**src/rtl/mem_pkg.sv**
```systemverilog
// Shared definitions for the memory_sync_param slice.
//   state_e        : zero-fill controller states (INIT, IDLE)
//   DEF_*          : default geometry of the RAM
//   lanes()        : number of byte lanes in a word of the given width
package mem_pkg;

  typedef enum logic {
    INIT = 1'b0,
    IDLE = 1'b1
  } state_e;

  localparam int DEF_DATA_W = 32;
  localparam int DEF_DEPTH  = 8;
  localparam int DEF_ADDR_W = 3;

  function automatic int lanes(input int data_w);
    return data_w / 8;
  endfunction

  localparam int DEF_LANES = lanes(DEF_DATA_W);

endpackage

```
**src/rtl/memory_sync_param_if.sv**
```systemverilog
// Request/response bundle of the synchronous RAM.
//   master : requester (drives enable, R_W, clear, Address, D_In, Byte_En)
//   slave  : RAM (drives ready, D_Out, valid, err)
interface memory_sync_param_if #(
  parameter int DATA_W = 32,
  parameter int ADDR_W = 3
) ();

  logic                  enable;
  logic                  R_W;
  logic                  clear;
  logic [ADDR_W-1:0]     Address;
  logic [DATA_W-1:0]     D_In;
  logic [DATA_W/8-1:0]   Byte_En;
  logic                  ready;
  logic [DATA_W-1:0]     D_Out;
  logic                  valid;
  logic                  err;

  modport master (
    output enable, R_W, clear, Address, D_In, Byte_En,
    input  ready, D_Out, valid, err
  );

  modport slave (
    input  enable, R_W, clear, Address, D_In, Byte_En,
    output ready, D_Out, valid, err
  );

endinterface

```
**src/rtl/memory_init_ctrl.sv**
```systemverilog
// Zero-fill controller: walks the array one word per cycle after reset or
// on clear, then sits in IDLE with ready asserted.
//   clk, rst_n : clock, async active-low reset
//   clear      : zero-fill request (honoured in IDLE only)
//   ready      : registered, high only while IDLE
//   fill_we    : write strobe for the zero-fill
//   fill_addr  : word being cleared
import mem_pkg::*;

module memory_init_ctrl #(
  parameter int DEPTH  = DEF_DEPTH,
  parameter int ADDR_W = DEF_ADDR_W
) (
  input  logic              clk,
  input  logic              rst_n,
  input  logic              clear,
  output logic              ready,
  output logic              fill_we,
  output logic [ADDR_W-1:0] fill_addr
);

  localparam logic [ADDR_W-1:0] LAST = ADDR_W'(DEPTH - 1);

  state_e            state_q, state_d;
  logic [ADDR_W-1:0] ptr_q, ptr_d;
  logic              ready_q, ready_d;

  always_ff @(posedge clk or negedge rst_n) begin
    if (!rst_n) begin
      state_q <= INIT;
      ptr_q   <= '0;
      ready_q <= 1'b0;
    end else begin
      state_q <= state_d;
      ptr_q   <= ptr_d;
      ready_q <= ready_d;
    end
  end

  always_comb begin
    state_d   = state_q;
    ptr_d     = ptr_q;
    ready_d   = ready_q;
    fill_we   = 1'b0;
    fill_addr = ptr_q;
    case (state_q)
      INIT: begin
        fill_we = 1'b1;
        if (ptr_q == LAST) begin
          state_d = IDLE;
          ptr_d   = '0;
          ready_d = 1'b1;
        end else begin
          ptr_d = ptr_q + ADDR_W'(1);
        end
      end
      IDLE: begin
        if (clear) begin
          state_d = INIT;
          ptr_d   = '0;
          ready_d = 1'b0;
        end
      end
      default: state_d = INIT;
    endcase
  end

  assign ready = ready_q;

endmodule

```
**src/rtl/memory_sync_param.sv**
```systemverilog
// Parametrised single-port synchronous RAM with per-byte write enables,
// registered read data with a valid strobe, out-of-range error strobe and
// a self-clearing zero-fill after reset or on clear.
//   clk, rst_n : clock, async active-low reset
//   bus        : slave side of memory_sync_param_if (request in, ready/D_Out/valid/err out)
// Mem is kept at top level so it can be dumped hierarchically.
import mem_pkg::*;

module memory_sync_param #(
  parameter int DATA_W = DEF_DATA_W,
  parameter int DEPTH  = DEF_DEPTH,
  parameter int ADDR_W = DEF_ADDR_W
) (
  input  logic                 clk,
  input  logic                 rst_n,
  memory_sync_param_if.slave   bus
);

  localparam int              LANES   = lanes(DATA_W);
  localparam logic [ADDR_W:0] DEPTH_C = (ADDR_W + 1)'(DEPTH);

  logic [DATA_W-1:0] Mem [DEPTH];

  logic              ready;
  logic              fill_we;
  logic [ADDR_W-1:0] fill_addr;

  logic              accept;
  logic              in_range;
  logic [DATA_W-1:0] rd_word;
  logic              wr_en;
  logic [ADDR_W-1:0] wr_addr;
  logic [DATA_W-1:0] wr_data;

  logic [DATA_W-1:0] d_out_q, d_out_d;
  logic              valid_q, valid_d;
  logic              err_q, err_d;

  memory_init_ctrl #(
    .DEPTH  (DEPTH),
    .ADDR_W (ADDR_W)
  ) u_init_ctrl (
    .clk       (clk),
    .rst_n     (rst_n),
    .clear     (bus.clear),
    .ready     (ready),
    .fill_we   (fill_we),
    .fill_addr (fill_addr)
  );

  // clear wins over a same-cycle request; ready is low throughout INIT, so
  // fill and user writes never collide.
  assign accept   = ready && bus.enable && !bus.clear;
  assign in_range = {1'b0, bus.Address} < DEPTH_C;
  assign rd_word  = in_range ? Mem[bus.Address] : '0;

  always_comb begin
    wr_en   = 1'b0;
    wr_addr = fill_addr;
    wr_data = '0;
    d_out_d = d_out_q;
    valid_d = 1'b0;
    err_d   = 1'b0;

    if (fill_we) begin
      wr_en = 1'b1;
    end else if (accept) begin
      if (!in_range) begin
        err_d = 1'b1;
        if (bus.R_W) d_out_d = '0;
      end else if (bus.R_W) begin
        d_out_d = rd_word;
        valid_d = 1'b1;
      end else begin
        // Byte-lane merge: untouched lanes keep the stored word.
        wr_en   = 1'b1;
        wr_addr = bus.Address;
        wr_data = rd_word;
        for (int unsigned i = 0; i < LANES; i++) begin
          if (bus.Byte_En[i]) wr_data[8*i +: 8] = bus.D_In[8*i +: 8];
        end
      end
    end
  end

  always_ff @(posedge clk) begin
    if (wr_en) Mem[wr_addr] <= wr_data;
  end

  always_ff @(posedge clk or negedge rst_n) begin
    if (!rst_n) begin
      d_out_q <= '0;
      valid_q <= 1'b0;
      err_q   <= 1'b0;
    end else begin
      d_out_q <= d_out_d;
      valid_q <= valid_d;
      err_q   <= err_d;
    end
  end

  assign bus.ready = ready;
  assign bus.D_Out = d_out_q;
  assign bus.valid = valid_q;
  assign bus.err   = err_q;

endmodule

```
**src/flat_wrapper.sv**
```systemverilog
// flat-port wrapper written by rule: the top's interface ports become plain ports
module memory_sync_param_flat 
#(
  parameter int DATA_W = DEF_DATA_W,
  parameter int DEPTH  = DEF_DEPTH,
  parameter int ADDR_W = DEF_ADDR_W
)
  (clk, rst_n, bus_enable, bus_R_W, bus_clear, bus_Address, bus_D_In, bus_Byte_En, bus_ready, bus_D_Out, bus_valid, bus_err);
  memory_sync_param_if #(.DATA_W(DATA_W), .ADDR_W(ADDR_W)) bus_i ();
  input  logic clk;
  input  logic rst_n;
  input wire logic [$bits(bus_i.enable)-1:0] bus_enable;
  input wire logic [$bits(bus_i.R_W)-1:0] bus_R_W;
  input wire logic [$bits(bus_i.clear)-1:0] bus_clear;
  input wire logic [$bits(bus_i.Address)-1:0] bus_Address;
  input wire logic [$bits(bus_i.D_In)-1:0] bus_D_In;
  input wire logic [$bits(bus_i.Byte_En)-1:0] bus_Byte_En;
  output wire logic [$bits(bus_i.ready)-1:0] bus_ready;
  output wire logic [$bits(bus_i.D_Out)-1:0] bus_D_Out;
  output wire logic [$bits(bus_i.valid)-1:0] bus_valid;
  output wire logic [$bits(bus_i.err)-1:0] bus_err;
  assign bus_i.enable = bus_enable;
  assign bus_i.R_W = bus_R_W;
  assign bus_i.clear = bus_clear;
  assign bus_i.Address = bus_Address;
  assign bus_i.D_In = bus_D_In;
  assign bus_i.Byte_En = bus_Byte_En;
  assign bus_ready = bus_i.ready;
  assign bus_D_Out = bus_i.D_Out;
  assign bus_valid = bus_i.valid;
  assign bus_err = bus_i.err;
  memory_sync_param #(.DATA_W(DATA_W), .DEPTH(DEPTH), .ADDR_W(ADDR_W)) u_core (.clk(clk), .rst_n(rst_n), .bus(bus_i));
endmodule
```
**config.mk**
```make
export PLATFORM = sky130hd
export DESIGN_NAME = memory_sync_param_flat
export DESIGN_NICKNAME = d
export VERILOG_FILES = /design/src/rtl/mem_pkg.sv /design/src/rtl/memory_sync_param_if.sv /design/src/rtl/memory_init_ctrl.sv /design/src/rtl/memory_sync_param.sv /design/src/flat_wrapper.sv
export SDC_FILE = /design/constraint.sdc
export NUM_CORES = 1
export LEC_CHECK = 0
export CORE_ASPECT_RATIO = 0.75
export CORE_UTILIZATION = 50
export CTS_BUF_LIST = sky130_fd_sc_hd__clkbuf_8
export DETAILED_ROUTE_END_ITERATION = 8
export GPL_TIMING_DRIVEN = 0
export PLACE_DENSITY = 0.8
export REMOVE_ABC_BUFFERS = 1
export SLEW_MARGIN = 20
export SYNTH_ARGS = -nofsm -noshare
export SYNTH_HDL_FRONTEND = slang
export SYNTH_SLANG_ARGS = --single-unit
```
**constraint.sdc**
```tcl
create_clock -name clk -period 4.05 [get_ports clk]
set_clock_uncertainty 0.05 [all_clocks]
set_input_delay 0.81 -clock clk [delete_from_list [all_inputs] [get_ports clk]]
set_output_delay 0.81 -clock clk [all_outputs]
set_load 0.005 [all_outputs]
```
==> metrics.yaml, run 1 <==
status: "finished, final reports clean"
ff2ff_path_depth: 7
critPathKind: "primary input to register"
place_congestion: 0.6959
synth_xor_xnor_area_share_pct: 0
antenna_found_initial: 0
post_cts_resize_count: 0
power_density_mw_per_mm2: 636.2
wl_per_cell_microns: 24.82
synthAdderAreaFrac_pct: 0.2151
cp_max_fo: 22
crit_path_start_kind: "primary input"
numPortBuffers: 77
ant_nets: 0
final_util_pct: 61.53
grt_pass1_wl_microns: 38600
slew-limit-headroom_pct: 32.35
drt_iter0_markers: 554
place_ws_ns: 0.07610
worst_pin_slew_ns: 1.015
ir_drop_mv: 0.4249
core_area_sq_mm: 0.02246
hold_path.class: "primary input to asynchronous set/reset pin"
rr_endpoint: "u_core.Mem[6][12]"
drc: 0
start_util_pct: 51.79
cap_viol_max_count: 0
clk_latency_ns: 0.52
rows: 47
track_usage_pct: 22.00
synth-seq-cells: 294
synth_cell_types: 35
whs_ns: 0.1429
grt_pass1_vias: 6589
wl_microns: 25660
synth.avg_cell_area_sq_um: 19.07
synthToLayoutAreaGrowth_pct: 18.81
fin_crit_sh_pct: 85.15
grt_max_degree: 58
cts_setup_buffers: 0
setup_violations: 0
synth_simple_gate_area_share_pct: 2.140
die_h_microns: 134.1
cp_data_required_time_ns: 4.22
finalHoldViolations: 0
cts_buffers: 41
cts_root_buf: "clkbuf_8"
viasPerCell: 6.205
netlist_area_sq_mm: 0.01163
synthCells: 610
drv_slew: 0
fmax_ghz: 0.2900
cts_sinks: 294
rsz0062_at_grt: "no"
drive_gt1_share_pct: 19.46
h-tree-depth: 2
worst_ep_arrival_time_ns: 3.62
ys_warn_count: 0
synth_top_family_by_area: "multiplexers"
grt_overflow: 0
ys_seq_area_share_pct: 74.25
antennaDiodeCount: 0
mostFrequentLayoutCells: "edfxtp_1 (256), clkdlybuf4s50_1 (72), a21oi_1 (66), mux4_2 (56), clkbuf_8 (45)"
clk_path_buf_depth: 3
final_nets: 754
num_vias: 6416
mostFrequentLayoutCell: "edfxtp_1"
cts.clk_slew.worst_paths_ns: 0.07
dr.pass1.iters: 5
end_kind: "register"
synth-compound-area-share_pct: 5.614
p_leak_nw: 4.838
holdBufCountCts: 0
layout_min_cycle_time_ns: 3.449
cts_tree: "done"
die_area_sq_mm: 0.02389
synth_mux_area_share_pct: 15.40
detailed_place_hpwl_microns: 15400
io_pins: 79
r2r_setup_slack_ns: 0.95
worst_slack_ns: 0.6014
die_w_microns: 178.1
r2r-start: "u_core.u_init_ctrl.state_q"
-- registers in the layout, summed over array words and instances, names as in the netlist --
name	count
u_core.u_init_ctrl.fill_addr	3
u_core.bus.valid	1
u_core.u_init_ctrl.ready	1
u_core.u_init_ctrl.state_q	1
u_core.bus.D_Out	32
u_core.Mem	256
-- cell type report --
class	count	area (sq um)
Inverter	3	11.26
Clock inverter	30	121.4
Timing Repair Buffer	98	1245
Tap cell	294	367.9
Multi-Input combinational cell	270	2819
Fill cell	1531	8642
Sequential cell	294	8638
Clock buffer	45	619.3
-- synthesized netlist by cell type --
cell | count | area [sq um]
mux4_1 | 8 | 210.2
nand3_1 | 3 | 15.01
clkbuf_4 | 1 | 7.510
o2bb2ai_1 | 1 | 8.760
a22o_1 | 4 | 35.03
conb_1 | 1 | 3.750
buf_1 | 6 | 22.52
nand2_1 | 36 | 135.1
edfxtp_1 | 256 | 7687
buf_6 | 1 | 11.26
o21ai_0 | 2 | 10.01
nor2_1 | 5 | 18.77
buf_2 | 14 | 70.07
buf_4 | 3 | 22.52
a32oi_1 | 1 | 8.760
o22ai_1 | 32 | 200.2
a21oi_1 | 70 | 350.3
inv_1 | 3 | 11.26
mux4_2 | 56 | 1261
or2_2 | 1 | 6.260
nor2b_1 | 3 | 18.77
nor3_1 | 1 | 5.000
or3_1 | 5 | 31.28
buf_12 | 3 | 60.06
dfrtp_1 | 38 | 950.9
ha_1 | 2 | 25.02
and4b_1 | 1 | 10.01
nand4b_1 | 1 | 8.760
o32ai_1 | 1 | 8.760
a211o_1 | 1 | 8.760
o211ai_1 | 2 | 15.01
mux2i_1 | 32 | 320.3
buf_8 | 1 | 15.01
clkbuf_1 | 14 | 52.55
a21o_1 | 1 | 7.510
-- report_power, final --
part | switching (mW) | internal (mW)
registers | 0.285 | 4.27
clock network | 1.06 | 1.02
logic | 1.14 | 1.02
-- metal layers --
metal / vias up / global-route usage (%) / wire length (microns)
met5: - / 0 / 0
met4: 0 / 5.745 / 384
met3: 45 / 4.989 / 2164
met2: 343 / 33.96 / 12050
met1: 3339 / 31.94 / 11060
li1: 2689 / - / -
-- per-stage QoR --
step / power [mW] / setup TNS [ns] / area [sq um] / cells
final: 8.794 / 0 / 13820 / 1034
after detailed placement: 6.778 / 0 / 13080 / 959
after floorplan: 5.480 / -47.70 / 11370 / 567
after CTS: 8.837 / 0 / 13820 / 1034
after global routing: 9.155 / 0 / 13820 / 1034
after global placement: 6.402 / -1819.10 / 12510 / 938
-- worst max-delay path: stages --
cell and delay [ns]:
clkdlybuf4s50_1 0.46, and4b_2 0.61, nand2_2 0.35, buf_12 0.28, o32ai_4 0.51, buf_8 0.25
buf_8 0.16, buf_8 0.16
-- cells by family (layout without fill, tap and decap cells) --
| family | after synthesis | in the layout |
|---|---|---|
| compound gates | 115 | 115 |
| flops | 294 | 294 |
| simple gates | 56 | 56 |
| fa+ha+maj | 2 | 2 |
| mux | 96 | 96 |
| other cells | 1 | 1 |
| buf+inv | 46 | 176 |
-- how the worst max path moves through the flow --
stage	to	depth (start not counted)	slack [ns]	start
5_1_grt	u_core.Mem[6][12]	8	0.54	bus_clear
4_1_cts	u_core.Mem[6][12]	8	0.62	bus_clear
2_1_floorplan	u_core.Mem[6][0]	3	-1.48	bus_clear
3_3_place_gp	u_core.Mem[6][7]	2	-6.30	bus_Address[0]
6_report	u_core.Mem[6][12]	8	0.60	bus_clear
3_5_place_dp	u_core.Mem[6][7]	8	0.08	bus_clear
Note: power is estimated with default switching activity, not from simulation.
==> inputs of run 2 (changes only) <==
Settings changed: SLEW_MARGIN 20 to unset.
==> run 2 against run 1 <==
Register-to-register slack got worse by 0.40 ns. Hold slack worse by 0.090 ns. Largest cell class unchanged. Power shrank 0.80%. Die area is the same. Setup slack worse by 0.38 ns. Clock power increased by 2%. Flip-flop and latch count unchanged. Wire length up 0.43%. First-iteration DRC count grew 34%.
==> metrics.yaml, run 2 (synthesized netlist as in run 1, its figures left out) <==
ff2ff_path_depth: 4
cts_sinks: 294
setup_violations: 0
share_comb_of_total_power_pct: 23.4
dr.pass1.iters: 5
holdBufCountCts: 0
end_kind: "register"
ir_drop_mv: 0.4228
pwr-share-seq_pct: 52.3
clkPwrFrac_pct: 24.3
worst_ep_arrival_time_ns: 4.00
cts_tree: "done"
cts.clk_slew.worst_paths_ns: 0.06
final_nets: 748
antenna_found_initial: 0
die_area_sq_mm: 0.02389
cts_buffers: 42
status: "finished, final reports clean"
grt_max_degree: 69
clk_latency_ns: 0.53
ant_nets: 0
power.internal_mw: 6.257
rsz0062_at_grt: "no"
detailed_place_hpwl_microns: 14840
fin_crit_sh_pct: 94.44
worst_pin_slew_ns: 1.066
wl_per_cell_microns: 25.02
r2r-start: "u_core.u_init_ctrl.state_q"
top_register: "u_core.Mem"
track_usage_pct: 22.49
drive_gt1_share_pct: 18.21
hold_path.class: "primary input to asynchronous set/reset pin"
fmax_ghz: 0.2614
largest_reg_flops: 256
cts_setup_buffers: 0
h-tree-depth: 2
layout_min_cycle_time_ns: 3.825
critPathKind: "primary input to register"
power_density_mw_per_mm2: 638.8
place_congestion: 0.6959
start_util_pct: 51.79
drv_slew: 0
startpoint: "bus_clear"
mostFrequentLayoutCells: "edfxtp_1 (256), clkdlybuf4s50_1 (72), a21oi_1 (66), mux4_2 (56), clkbuf_8 (47)"
post_cts_resize_count: 0
viasPerCell: 6.198
numPortBuffers: 77
io_pins: 79
switchingPower_mw: 2.466
mostFrequentLayoutCell: "edfxtp_1"
crit_path_start_kind: "primary input"
drc: 0
cp_data_required_time_ns: 4.23
tns_ns: 0
rows: 47
p_leak_nw: 4.760
slew-limit-headroom_pct: 28.95
place_ws_ns: -0.2748
clk_path_buf_depth: 3
cts_root_buf: "clkbuf_8"
grt_pass1_wl_microns: 39050
worst_slack_ns: 0.2250
drt_iter0_markers: 744
wl_microns: 25770
synthToLayoutAreaGrowth_pct: 17.38
cp_max_fo: 38
cap_viol_max_count: 0
num_vias: 6384
grt_pass1_vias: 6650
p_sw_share_pct: 28.27
die_w_microns: 178.1
grt_overflow: 0
finalHoldViolations: 0
core_area_sq_mm: 0.02246
antennaDiodeCount: 0
die_h_microns: 134.1
-- run 2: cell count changes in the layout (fill, tap and decap cells not counted) --
cell        before  now
buf_12           7    9
buf_16          11    4
buf_2            2    3
buf_6            1    0
buf_8            3    1
clkbuf_8        45   47
clkinv_1         1    8
clkinv_2         4    0
clkinvlp_4       1    0
inv_1           27   26
-- run 2: layout make-up --
type	instances	area, sq um
clock buffers	47	646.9
clock inverters	31	116.4
fillers	1583	8808
inverters	3	11.26
multi-input cells	270	2819
flip-flops and latches	294	8638
well taps	294	367.9
repair buffers	91	1056
-- run 2: power by group through the flow --
stage / sequential, mW / combinational (mW) / clock [mW]
floorplan: 4.57 / 0.911 / 0
global placement: 4.64 / 1.76 / 0
detailed placement: 4.62 / 2.04 / 0
CTS: 4.56 / 2.05 / 2.16
global route: 4.63 / 2.18 / 2.31
finish: 4.56 / 2.04 / 2.12
-- run 2: critical path: stages --
cell             delay (ns)
clkdlybuf4s50_1        0.45
and4b_2                0.99
a32oi_1                0.57
a21oi_4                0.91
buf_16                 0.24
-- run 2: path summary, 6_finish.rpt --
path	endpoint	slack, ns
max	u_core.Mem[3][5]	0.23
min	u_core.bus.D_Out[15]	0.05
max reg2reg	u_core.Mem[3][5]	0.55
min reg2reg	u_core.bus.D_Out[0]	0.48
max in group asynchronous	u_core.bus.D_Out[27]	3.42
min in group clk	u_core.bus.D_Out[0]	0.48
-- run 2: layer usage --
| metal | global-route usage [%] | up-vias | share of wire (%) |
|---|---|---|---|
| met5 | 0 | - | 0 |
| met4 | 6.553 | 0 | 1.7 |
| met3 | 5.017 | 50 | 10 |
| met2 | 34.00 | 391 | 47 |
| met1 | 33.10 | 3258 | 41 |
| li1 | - | 2685 | - |
-- run 2: through the flow --
| stage | hold WS (ns) | std cells | utilization [%] | power [mW] | cell area [sq um] |
|---|---|---|---|---|---|
| 2_1_floorplan | 0.4530 | 567 | - | 5.480 | 11370 |
| 3_3_place_gp | 0.4527 | 938 | 55.69 | 6.402 | 12510 |
| 3_5_place_dp | 0.4630 | 952 | 57.39 | 6.663 | 12890 |
| 4_1_cts | 0.03672 | 1030 | 60.79 | 8.778 | 13660 |
| 6_report | 0.05263 | 1030 | 60.79 | 8.723 | 13660 |
| 5_1_grt | 0.03889 | 1030 | 60.79 | 9.114 | 13660 |
==> inputs of run 3 (changes only) <==
Settings changed: TNS_END_PERCENT set to 100.
==> results of run 3 <==
No change in the layout: final DEF, timing and power equal those of run 2.
